File: src/rtl/game_state_controller.sv
// game_state_controller
// Frame-rate sequencer for VGA air-hockey. It tracks both scores, the serve
// delay, pause and game-over, and drives gameState for the ball and paddle
// stages. Every state change happens on the one-cycle vSyncStart pulse, so
// the game advances exactly once per frame.
//
// Ports:
//   pixelClock               single clock domain
//   resetN                   asynchronous active-low reset
//   vSyncStart               one-cycle per-frame pulse; the only update enable
//   buttons[7:0]             bit0 = start, bit1 = pause, other bits unused
//   collisionBallScreenLeft  ball touches the left edge (computer scores)
//   collisionBallScreenRight ball touches the right edge (player scores)
//   gameState[7:0]           0 title, 1 playing, 2 point scored, 3 game over, 4 paused
//   playerScore[3:0]         player points
//   computerScore[3:0]       computer points
//   winner                   0 = player, 1 = computer (meaningful in game over)
//   serveSide                side that conceded the last point (0 left, 1 right)
module game_state_controller #(
  parameter int unsigned WIN_SCORE    = 7,
  parameter int unsigned SERVE_FRAMES = 60
) (
  input  logic       pixelClock,
  input  logic       resetN,
  input  logic       vSyncStart,
  input  logic [7:0] buttons,
  input  logic       collisionBallScreenLeft,
  input  logic       collisionBallScreenRight,
  output logic [7:0] gameState,
  output logic [3:0] playerScore,
  output logic [3:0] computerScore,
  output logic       winner,
  output logic       serveSide
);

  localparam logic [7:0] stateTitle       = 8'd0;
  localparam logic [7:0] statePlaying     = 8'd1;
  localparam logic [7:0] statePointScored = 8'd2;
  localparam logic [7:0] stateGameOver    = 8'd3;
  localparam logic [7:0] statePaused      = 8'd4;

  localparam logic [3:0] winScore  = 4'(WIN_SCORE);
  localparam logic [7:0] serveLoad = 8'(SERVE_FRAMES);

  logic [7:0] serveCounter;
  logic [1:0] prevButtons;

  logic [7:0] nextState;
  logic [7:0] nextServeCounter;
  logic [1:0] nextPrevButtons;
  logic [3:0] nextPlayerScore;
  logic [3:0] nextComputerScore;
  logic       nextWinner;
  logic       nextServeSide;

  logic       startPress;
  logic       pausePress;
  logic       leftOnly;
  logic       rightOnly;
  logic [3:0] playerInc;
  logic [3:0] computerInc;
  logic       unusedButtons;

  // Rising-edge press detection against the value seen on the previous frame
  assign startPress    = buttons[0] & ~prevButtons[0];
  assign pausePress    = buttons[1] & ~prevButtons[1];
  assign unusedButtons = ^buttons[7:2];

  // Simultaneous left and right hits cancel out and score nothing
  assign leftOnly  = collisionBallScreenLeft & ~collisionBallScreenRight;
  assign rightOnly = collisionBallScreenRight & ~collisionBallScreenLeft;

  assign playerInc   = playerScore + 4'd1;
  assign computerInc = computerScore + 4'd1;

  // State and datapath registers
  always_ff @(posedge pixelClock or negedge resetN) begin
    if (!resetN) begin
      gameState     <= stateTitle;
      playerScore   <= 4'd0;
      computerScore <= 4'd0;
      winner        <= 1'b0;
      serveSide     <= 1'b0;
      serveCounter  <= 8'd0;
      // Held buttons during reset must not look like a fresh press
      prevButtons   <= 2'b11;
    end else begin
      gameState     <= nextState;
      playerScore   <= nextPlayerScore;
      computerScore <= nextComputerScore;
      winner        <= nextWinner;
      serveSide     <= nextServeSide;
      serveCounter  <= nextServeCounter;
      prevButtons   <= nextPrevButtons;
    end
  end

  // Next-state and datapath update, gated by the frame pulse
  always_comb begin
    nextState         = gameState;
    nextServeCounter  = serveCounter;
    nextPrevButtons   = prevButtons;
    nextPlayerScore   = playerScore;
    nextComputerScore = computerScore;
    nextWinner        = winner;
    nextServeSide     = serveSide;

    if (vSyncStart) begin
      nextPrevButtons = buttons[1:0];
      case (gameState)
        stateTitle: begin
          if (startPress) begin
            nextPlayerScore   = 4'd0;
            nextComputerScore = 4'd0;
            nextServeCounter  = serveLoad;
            nextState         = statePointScored;
          end
        end
        statePlaying: begin
          if (pausePress) begin
            nextState = statePaused;
          end else if (leftOnly) begin
            nextComputerScore = computerInc;
            nextServeSide     = 1'b0;
            if (computerInc == winScore) begin
              nextWinner = 1'b1;
              nextState  = stateGameOver;
            end else begin
              nextServeCounter = serveLoad;
              nextState        = statePointScored;
            end
          end else if (rightOnly) begin
            nextPlayerScore = playerInc;
            nextServeSide   = 1'b1;
            if (playerInc == winScore) begin
              nextWinner = 1'b0;
              nextState  = stateGameOver;
            end else begin
              nextServeCounter = serveLoad;
              nextState        = statePointScored;
            end
          end
        end
        statePointScored: begin
          // Last serve frame releases play and leaves the counter at zero
          if (serveCounter == 8'd1) begin
            nextServeCounter = 8'd0;
            nextState        = statePlaying;
          end else begin
            nextServeCounter = serveCounter - 8'd1;
          end
        end
        statePaused: begin
          if (pausePress) begin
            nextState = statePlaying;
          end
        end
        stateGameOver: begin
          if (startPress) begin
            nextState = stateTitle;
          end
        end
        default: begin
          nextState = stateTitle;
        end
      endcase
    end
  end

endmodule

File: config.mk
export PLATFORM = sky130hd
export DESIGN_NAME = game_state_controller
export DESIGN_NICKNAME = d
export VERILOG_FILES = /design/src/rtl/game_state_controller.sv
export SDC_FILE = /design/constraint.sdc
export NUM_CORES = 1
export LEC_CHECK = 0
export BUFFER_PORTS_ARGS = -buffer_cell sky130_fd_sc_hd__buf_2
export CAP_MARGIN = 20
export CORE_MARGIN = 4
export CORE_UTILIZATION = 51
export CTS_BUF_LIST = sky130_fd_sc_hd__clkbuf_2 sky130_fd_sc_hd__clkbuf_4 sky130_fd_sc_hd__clkbuf_8
export CTS_CLUSTER_SIZE = 24
export DETAILED_ROUTE_END_ITERATION = 10
export PLACE_DENSITY = 0.79
export SETUP_SLACK_MARGIN = 0.02
export SLEW_MARGIN = 15
export SYNTH_ARGS = -nofsm -noshare
export SYNTH_HDL_FRONTEND = slang
export SYNTH_SLANG_ARGS = --single-unit
File: constraint.sdc
create_clock -name pixelClock -period 2.1 [get_ports pixelClock]
set_input_delay 0.21 -clock pixelClock [delete_from_list [all_inputs] [get_ports pixelClock]]
set_output_delay 0.21 -clock pixelClock [all_outputs]
set_load 0.01 [all_outputs]
==> key figures, run 1 <==
Global route
  – Global-route wire length before repair: roughly 6500 um
  – Aggregate global routing overflow: 0
  – Overall track demand over capacity in global routing: between 10% and 20%
  – Initial antenna violation count: 0
  – Maximum number of pins on one net before global-route repair: 24
  – Via count of the first global-routing pass: 1448

Clock network
  – Number of buffers created by CTS: 3
  – H-tree level count: 1
  – Clock-pin slew on the worst setup and hold paths: 0.14 ns
  – Library cell used as clock root buffer: sky130_fd_sc_hd__clkbuf_4
  – Number of buffers on the longest clock path: 2
  – Skew-Pair Late Insertion Delay: 0.32 ns
  – CTS tree: done
  – Number of clock sinks: 23

Timing
  – Crit path time final: around 2.1 ns
  – Setup Skew: 0.0107 ns
  – Unrepaired setup endpoints after global routing: true
  – Setup TNS: 0 ns
  – Final hold violations: 0
  – Worst Tran Pin Value: 0.529 ns
  – Worst slew margin: roughly two thirds
  – Final worst-path cycle share: between 90% and 100%
  – Maximum clock frequency: between 400 and 500 MHz
  – Max-slew violation count: 0
  – Number of endpoints failing setup at the final stage: 0

Placed design
  – Placed wire-length estimate: around 2700 um
  – I/O Buffers: 19
  – Final weighted congestion in routability-driven placement: around 0.94

Cells and area
  – Area growth from synthesis to final layout: 22.7%
  – Fraction of layout instances using a drive strength above 1: roughly a third
  – Register area: a little under 600 um^2
  – Number of diodes added for antenna fixing: 0
  – Fillcell total: about 220
  – Leading cell types in the layout, fill and taps excluded: sky130_fd_sc_hd__buf_4 (22), sky130_fd_sc_hd__dfrtp_1 (20), sky130_fd_sc_hd__buf_2 (19)
  – Final #Nets: 232
  – Total area of multi-input combinational cells: 952 um^2
  – Most common library cell in the layout ignoring fill and taps: sky130_fd_sc_hd__buf_4

Drt
  – Drt initial violations: 73
  – Detail Route Antenna Nets: 0
  – Vias/cell: between 5 and 6
  – Routed wire length per instance: ~15 um
  – Total Routed Length: roughly 3700 um
  – DRC violation count after routing: 0
  – Number of optimization iterations in the first detailed-route pass: 4
  – Via count: approximately 1400

Power
  – Worst vdd rail ir drop: ~0.58 mV
  – Power density over the cells: just over 1000 mW/mm^2
  – Static leakage: 0.868 nW
  – Overall power: 1.93 mW

Die
  – Height of the chip: between 60 and 70 um
  – I/O pin count: 31
  – Placement Rows: 19
  – Chip Width: 63.2 um
  – Die footprint: roughly 0.0040 mm^2
  – Starting density of the core: between 50% and 60%
  – Core Footprint: around 0.0028 mm^2

Worst setup path
  – Crit path launch type: flip-flop
  – Category of the worst setup path capture point: flip-flop
  – Arrival time of the worst setup path: roughly 2.3 ns
  – Worst Path Required: 2.33 ns
  – Biggest cell delay along the critical path: 0.47 ns
  – Crit-path slowest cell: sky130_fd_sc_hd__or4b_4
  – Critical path type: reg2reg
  – Critical path cell sequence: inv_2, ha_4, or4b_4, nor4_4, nor2_2, or3_4, mux2_4
  – Worst-path maximum fanout: 3

Synth
  – Instance count of the mapped netlist: between 150 and 200
  – Number of distinct library cells after synthesis: 45
  – Yosys warning count: 0
  – Per-instance average area after synthesis: between 9 and 10 um^2
  – Sequential area share after synthesis: a little under two fifths
  – Fraction of registers with async set or reset after synthesis: 100%
  – Prevailing post-synth register cell: sky130_fd_sc_hd__dfrtp_1
  – Number of flops mapped to enable cells by yosys: 0
  – Summed instance area of the synthesized netlist: approximately 0.0016 mm^2
  – Number of register bits inferred by synthesis: 23

Hold path
  – Worst hold-check path type: in2reg

Flow run
  – Count of maximum capacitance violations: 0

Run status
  – Run status: finished clean
-- cell families after synthesis --
| group | Yosys count | synth area share, % |
|---|---|---|
| mux | 9 | 6.69 |
| compound gates | 41 | 18.7 |
| xor+xnor | 2 | 1.13 |
| other cells | 1 | 0.242 |
| flops | 23 | 37.2 |
| fa+ha+maj | 8 | 6.45 |
| simple gates | 66 | 23.5 |
| buf+inv | 20 | 6.04 |
-- worst paths after layout --
check / startpoint / end / slack, ns / cells past startpoint
max in group asynchronous: resetN / prevButtons[1] / 1.35 / 2
worst min-delay path: buttons[1] / prevButtons[1] / 0.14 / 2
min in group asynchronous: resetN / serveCounter[5] / 0.37 / 2
worst max-delay path: serveCounter[1] / gameState[0] / 0.04 / 7
worst min register to register: serveSide / serveSide / 0.51 / 2
worst max register to register: serveCounter[1] / gameState[0] / 0.04 / 7
-- per-stage QoR --
stage          std cells  hold slack [ns]  util, %  setup slack [ns]  instance area, um^2
2_1_floorplan        174          -0.0856        -           -0.0770                 1570
3_3_place_gp         228            0.214     61.9          -0.00631                 1750
3_5_place_dp         228            0.214     61.9           -0.0456                 1750
4_1_cts              241            0.142     65.9           -0.0372                 1860
5_1_grt              241            0.149     67.4           -0.0154                 1910
6_report             241            0.145     67.4            0.0357                 1910
-- what timing repair did --
| action | in CTS | in global routing |
|---|---|---|
| hold endpoints to repair | 21 | 0 |
| endpoints found under the setup margin | 3 | 12 |
| hold buffers | 1 | 0 |
| gates resized for setup | 4 | 9 |
| buffers inserted | 8 | 2 |
| pin swaps | 2 | 4 |
-- synthesized netlist by cell type (all sizes together) (4+ instances only) --
master,count,area share (%)
ha,8,6.4
mux2,8,6.0
nand3,5,1.6
buf,6,2.7
or2,5,2.0
a31oi,4,1.6
o211ai,6,2.9
nand2,14,3.4
nor3b,5,2.4
inv,10,2.4
o2bb2ai,5,2.8
clkbuf,4,0.97
o21ai,11,3.8
nor3,6,1.9
o31ai,4,1.9
nor2,16,4.0
dfrtp,21,34
-- critical path, delay by kind of cell, from the launching register on --
kind                     cells  cell delay (ns)
flip-flops                   1             0.42
adder cells (fa/ha/maj)      1             0.12
multiplexers                 1             0.30
AND/OR/NAND/NOR              4             1.05
buffers and inverters        1             0.08
-- state kept, by name, indices dropped and copies added, names as in the netlist --
name and flops:
computerScore 4, gameState 3, playerScore 4, prevButtons 2, serveCounter 8, serveSide 1, winner 1
-- final cells by class --
cell class / instances / share of cell area, %
clock buffer: 3 / 1.18
tap: 31 / 2.04
sequential: 23 / 30.4
clock inverter: 1 / 0.263
multi-input combinational: 131 / 50.0
timing repair buffer: 42 / 14.2
inverter: 10 / 1.97
-- where the power goes --
group          total [mW]  internal (mW)  switching, mW
Sequential          0.696          0.548          0.148
Clock               0.215         0.0714          0.144
Combinational        1.02          0.500          0.523
Total                1.93           1.12          0.815
-- metal layers --
| metal | up-vias | GRT usage (%) | share of wire, % |
|---|---|---|---|
| li1 | 692 | - | - |
| met1 | 682 | 24.1 | 43 |
| met2 | 46 | 35.4 | 51 |
| met3 | 2 | 4.62 | 5.7 |
| met4 | 0 | 4.31 | 0.35 |
| met5 | - | 0 | 0 |
No activity file was read; power rests on OpenSTA's default activity.
==> run 2, diff against run 1 <==
--- a/config.mk
+++ b/config.mk
@@ -12,6 +12,7 @@
 export CTS_BUF_LIST = sky130_fd_sc_hd__clkbuf_2 sky130_fd_sc_hd__clkbuf_4 sky130_fd_sc_hd__clkbuf_8
 export CTS_CLUSTER_SIZE = 24
 export DETAILED_ROUTE_END_ITERATION = 10
+export GPL_TIMING_DRIVEN = 0
 export PLACE_DENSITY = 0.79
 export SETUP_SLACK_MARGIN = 0.02
 export SLEW_MARGIN = 15
==> run 2 against run 1 <==
Final cell count fell by 1.7%. Via count up 0.42%. Die area unchanged. Cell area is 1.6% lower. Global-route usage decreased by 0.99 points. The run now ends with negative setup slack left. Flip-flop and latch count unchanged. Utilization fell by 1.1 points. Clock skew fell by 0.0048 ns.
==> key figures, run 2 (synthesis gave the netlist of run 1 again) <==
Clock network
  – Number of clock sinks: 23
  – CTS tree: done
  – Clock-pin slew on the worst setup and hold paths: 0.14 ns
  – H-tree level count: 1
  – Number of buffers on the longest clock path: 2
  – Skew-Pair Late Insertion Delay: roughly 0.31 ns
  – Library cell used as clock root buffer: sky130_fd_sc_hd__clkbuf_4
  – Number of buffers created by CTS: 3

Timing
  – Number of endpoints failing setup at the final stage: 2
  – Unrepaired setup endpoints after global routing: true
  – Worst slew margin: 64.9%
  – Final Hold Slack: 0.140 ns
  – Setup TNS: -0.0900 ns
  – Final worst-path cycle share: 102%
  – Crit path time final: roughly 2.2 ns
  – Max-slew violation count: 0
  – Worst Tran Pin Value: about 0.53 ns
  – Final hold violations: 0
  – Maximum clock frequency: 465 MHz
  – Setup Skew: around 0.0059 ns
  – Worst path setup slack after routing: -0.0510 ns

Drt
  – Number of optimization iterations in the first detailed-route pass: 4
  – DRC violation count after routing: 0
  – Sum of met3 wire segment lengths after detailed routing: between 200 and 250 um
  – Length of routed met2 wiring: 1820 um
  – Via count: 1428
  – Detail Route Antenna Nets: 0
  – Metal1 wirelength: 1590 um
  – Drt initial violations: 96
  – Total Routed Length: between 3000 and 4000 um
  – Highest metal layer with signal wires: met4
  – Routed wire length per instance: ~16 um
  – Vias/cell: approximately 6.0

Worst setup path
  – Critical path cell sequence: inv_2, ha_4, or4b_4, nor4_4, nor2_2, or3_4, mux2_4
  – Critical path type: reg2reg
  – Arrival time of the worst setup path: between 2 and 2.5 ns
  – Launch point of the critical path: serveCounter[1]
  – Worst Path Required: around 2.3 ns
  – Category of the worst setup path capture point: flip-flop
  – Sum of buffers and inverters on the critical path: 1
  – Family with the most delay on the worst path: simple AND/OR/NAND/NOR gates
  – Worst-path maximum fanout: 3
  – Crit-path slowest cell: sky130_fd_sc_hd__or4b_4
  – Biggest cell delay along the critical path: approximately 0.48 ns
  – Crit path launch type: flip-flop
  – Worst flop-to-flop path startpoint: serveCounter[1]

Die
  – Height of the chip: between 60 and 70 um
  – Chip Width: 63.2 um
  – Core Footprint: around 0.0028 mm^2
  – Die footprint: between 0.003 and 0.004 mm^2
  – Starting density of the core: around 55%
  – Placement Rows: 19
  – I/O pin count: 31

Placed design
  – I/O Buffers: 19
  – Placed cell count: between 200 and 250
  – Final weighted congestion in routability-driven placement: between 0.8 and 0.9
  – Worst setup slack after placement: -0.230 ns
  – Post-Place Cell Area: ~0.0017 mm^2
  – Placed wire-length estimate: ~2500 um

Cells and area
  – Number of diodes added for antenna fixing: 0
  – Register area: 578 um^2
  – Area growth from synthesis to final layout: 20.7%
  – Top flop regs: serveCounter (8), computerScore (4), playerScore (4)
  – Fillcell total: approximately 210
  – Flip-flop count of the largest register after layout: 8
  – Total area of multi-input combinational cells: 966 um^2
  – Final Instance Count excl. Fillers: approximately 240
  – Final #Nets: approximately 230
  – Final instance area: 0.00187 mm^2
  – Fraction of layout instances using a drive strength above 1: between 30% and 40%
  – Leading cell types in the layout, fill and taps excluded: sky130_fd_sc_hd__dfrtp_1 (21), sky130_fd_sc_hd__buf_2 (20), sky130_fd_sc_hd__nand2_1 (14), sky130_fd_sc_hd__nor2_1 (14), sky130_fd_sc_hd__buf_4 (14)
  – Final core utilization: between 60% and 70%
  – Register ranked first by flip-flop count: serveCounter
  – Most common library cell in the layout ignoring fill and taps: sky130_fd_sc_hd__dfrtp_1

Global route
  – Global-route wire length before repair: approximately 6200 um
  – Maximum number of pins on one net before global-route repair: 24
  – Aggregate global routing overflow: 0
  – Initial antenna violation count: 0
  – Via count of the first global-routing pass: 1381
  – Overall track demand over capacity in global routing: 18.8%

Run status
  – Violations in the final reports: negative setup slack
  – Run status: finished with violations

Hold path
  – Origin of the worst min-delay path: buttons[0]
  – Worst hold-check path type: in2reg

Flow run
  – Count of maximum capacitance violations: 0

Power
  – Overall power: 1.83 mW
  – Worst vdd rail ir drop: 0.558 mV
  – Static leakage: approximately 0.84 nW
  – Power density over the cells: just under 1000 mW/mm^2
## run 2: cell types whose count changed in the layout (fill, tap and decap cells not counted), sizes merged
cell    change
clkbuf      +3
buf         -7
## run 2: worst reg2reg max path, delay by kind of cell (launching register included)
kind	cells	cell delay (ns)
mux	1	0.31
flops	1	0.42
buf+inv	1	0.08
fa+ha+maj	1	0.11
simple gates	4	1.12
## run 2: per-layer routing
| layer | global-route usage, % | up-vias |
|---|---|---|
| li1 | - | 682 |
| met1 | 25.0 | 678 |
| met2 | 31.1 | 58 |
| met3 | 3.73 | 10 |
| met4 | 5.39 | 0 |
| met5 | 0 | - |
## run 2: timing repair
item                                   4_1_cts  5_1_grt
setup buffers                                6        3
setup endpoints to repair                   10       13
hold buffers                                 1        0
pin swaps                                    3        2
resized for setup                            5       10
endpoints found under the hold margin       21        0
## run 2: area by class of cell
cell class	count	area share (%)
plain buffers	9	2.87
flip-flops and latches	23	30.8
clock buffers	3	1.20
well taps	31	2.07
multi-input cells	131	51.5
repair buffers	29	9.21
inverters	10	2.00
clock inverters	1	0.267
## run 2: path summary, 6_finish.rpt
check	endpoint	slack [ns]	depth (start not counted)
max	gameState[0]	-0.05	7
min	prevButtons[0]	0.14	2
max reg2reg	gameState[0]	-0.05	7
min reg2reg	serveSide	0.50	2
max in group asynchronous	prevButtons[1]	1.34	2
min in group asynchronous	serveCounter[6]	0.39	2
## run 2: report_power, final
group	internal (mW)	total, mW	switching [mW]	leakage [nW]
Sequential	0.545	0.704	0.158	0.289
Clock	0.0711	0.215	0.144	0.0177
Combinational	0.404	0.909	0.505	0.535
Total	1.02	1.83	0.807	0.842
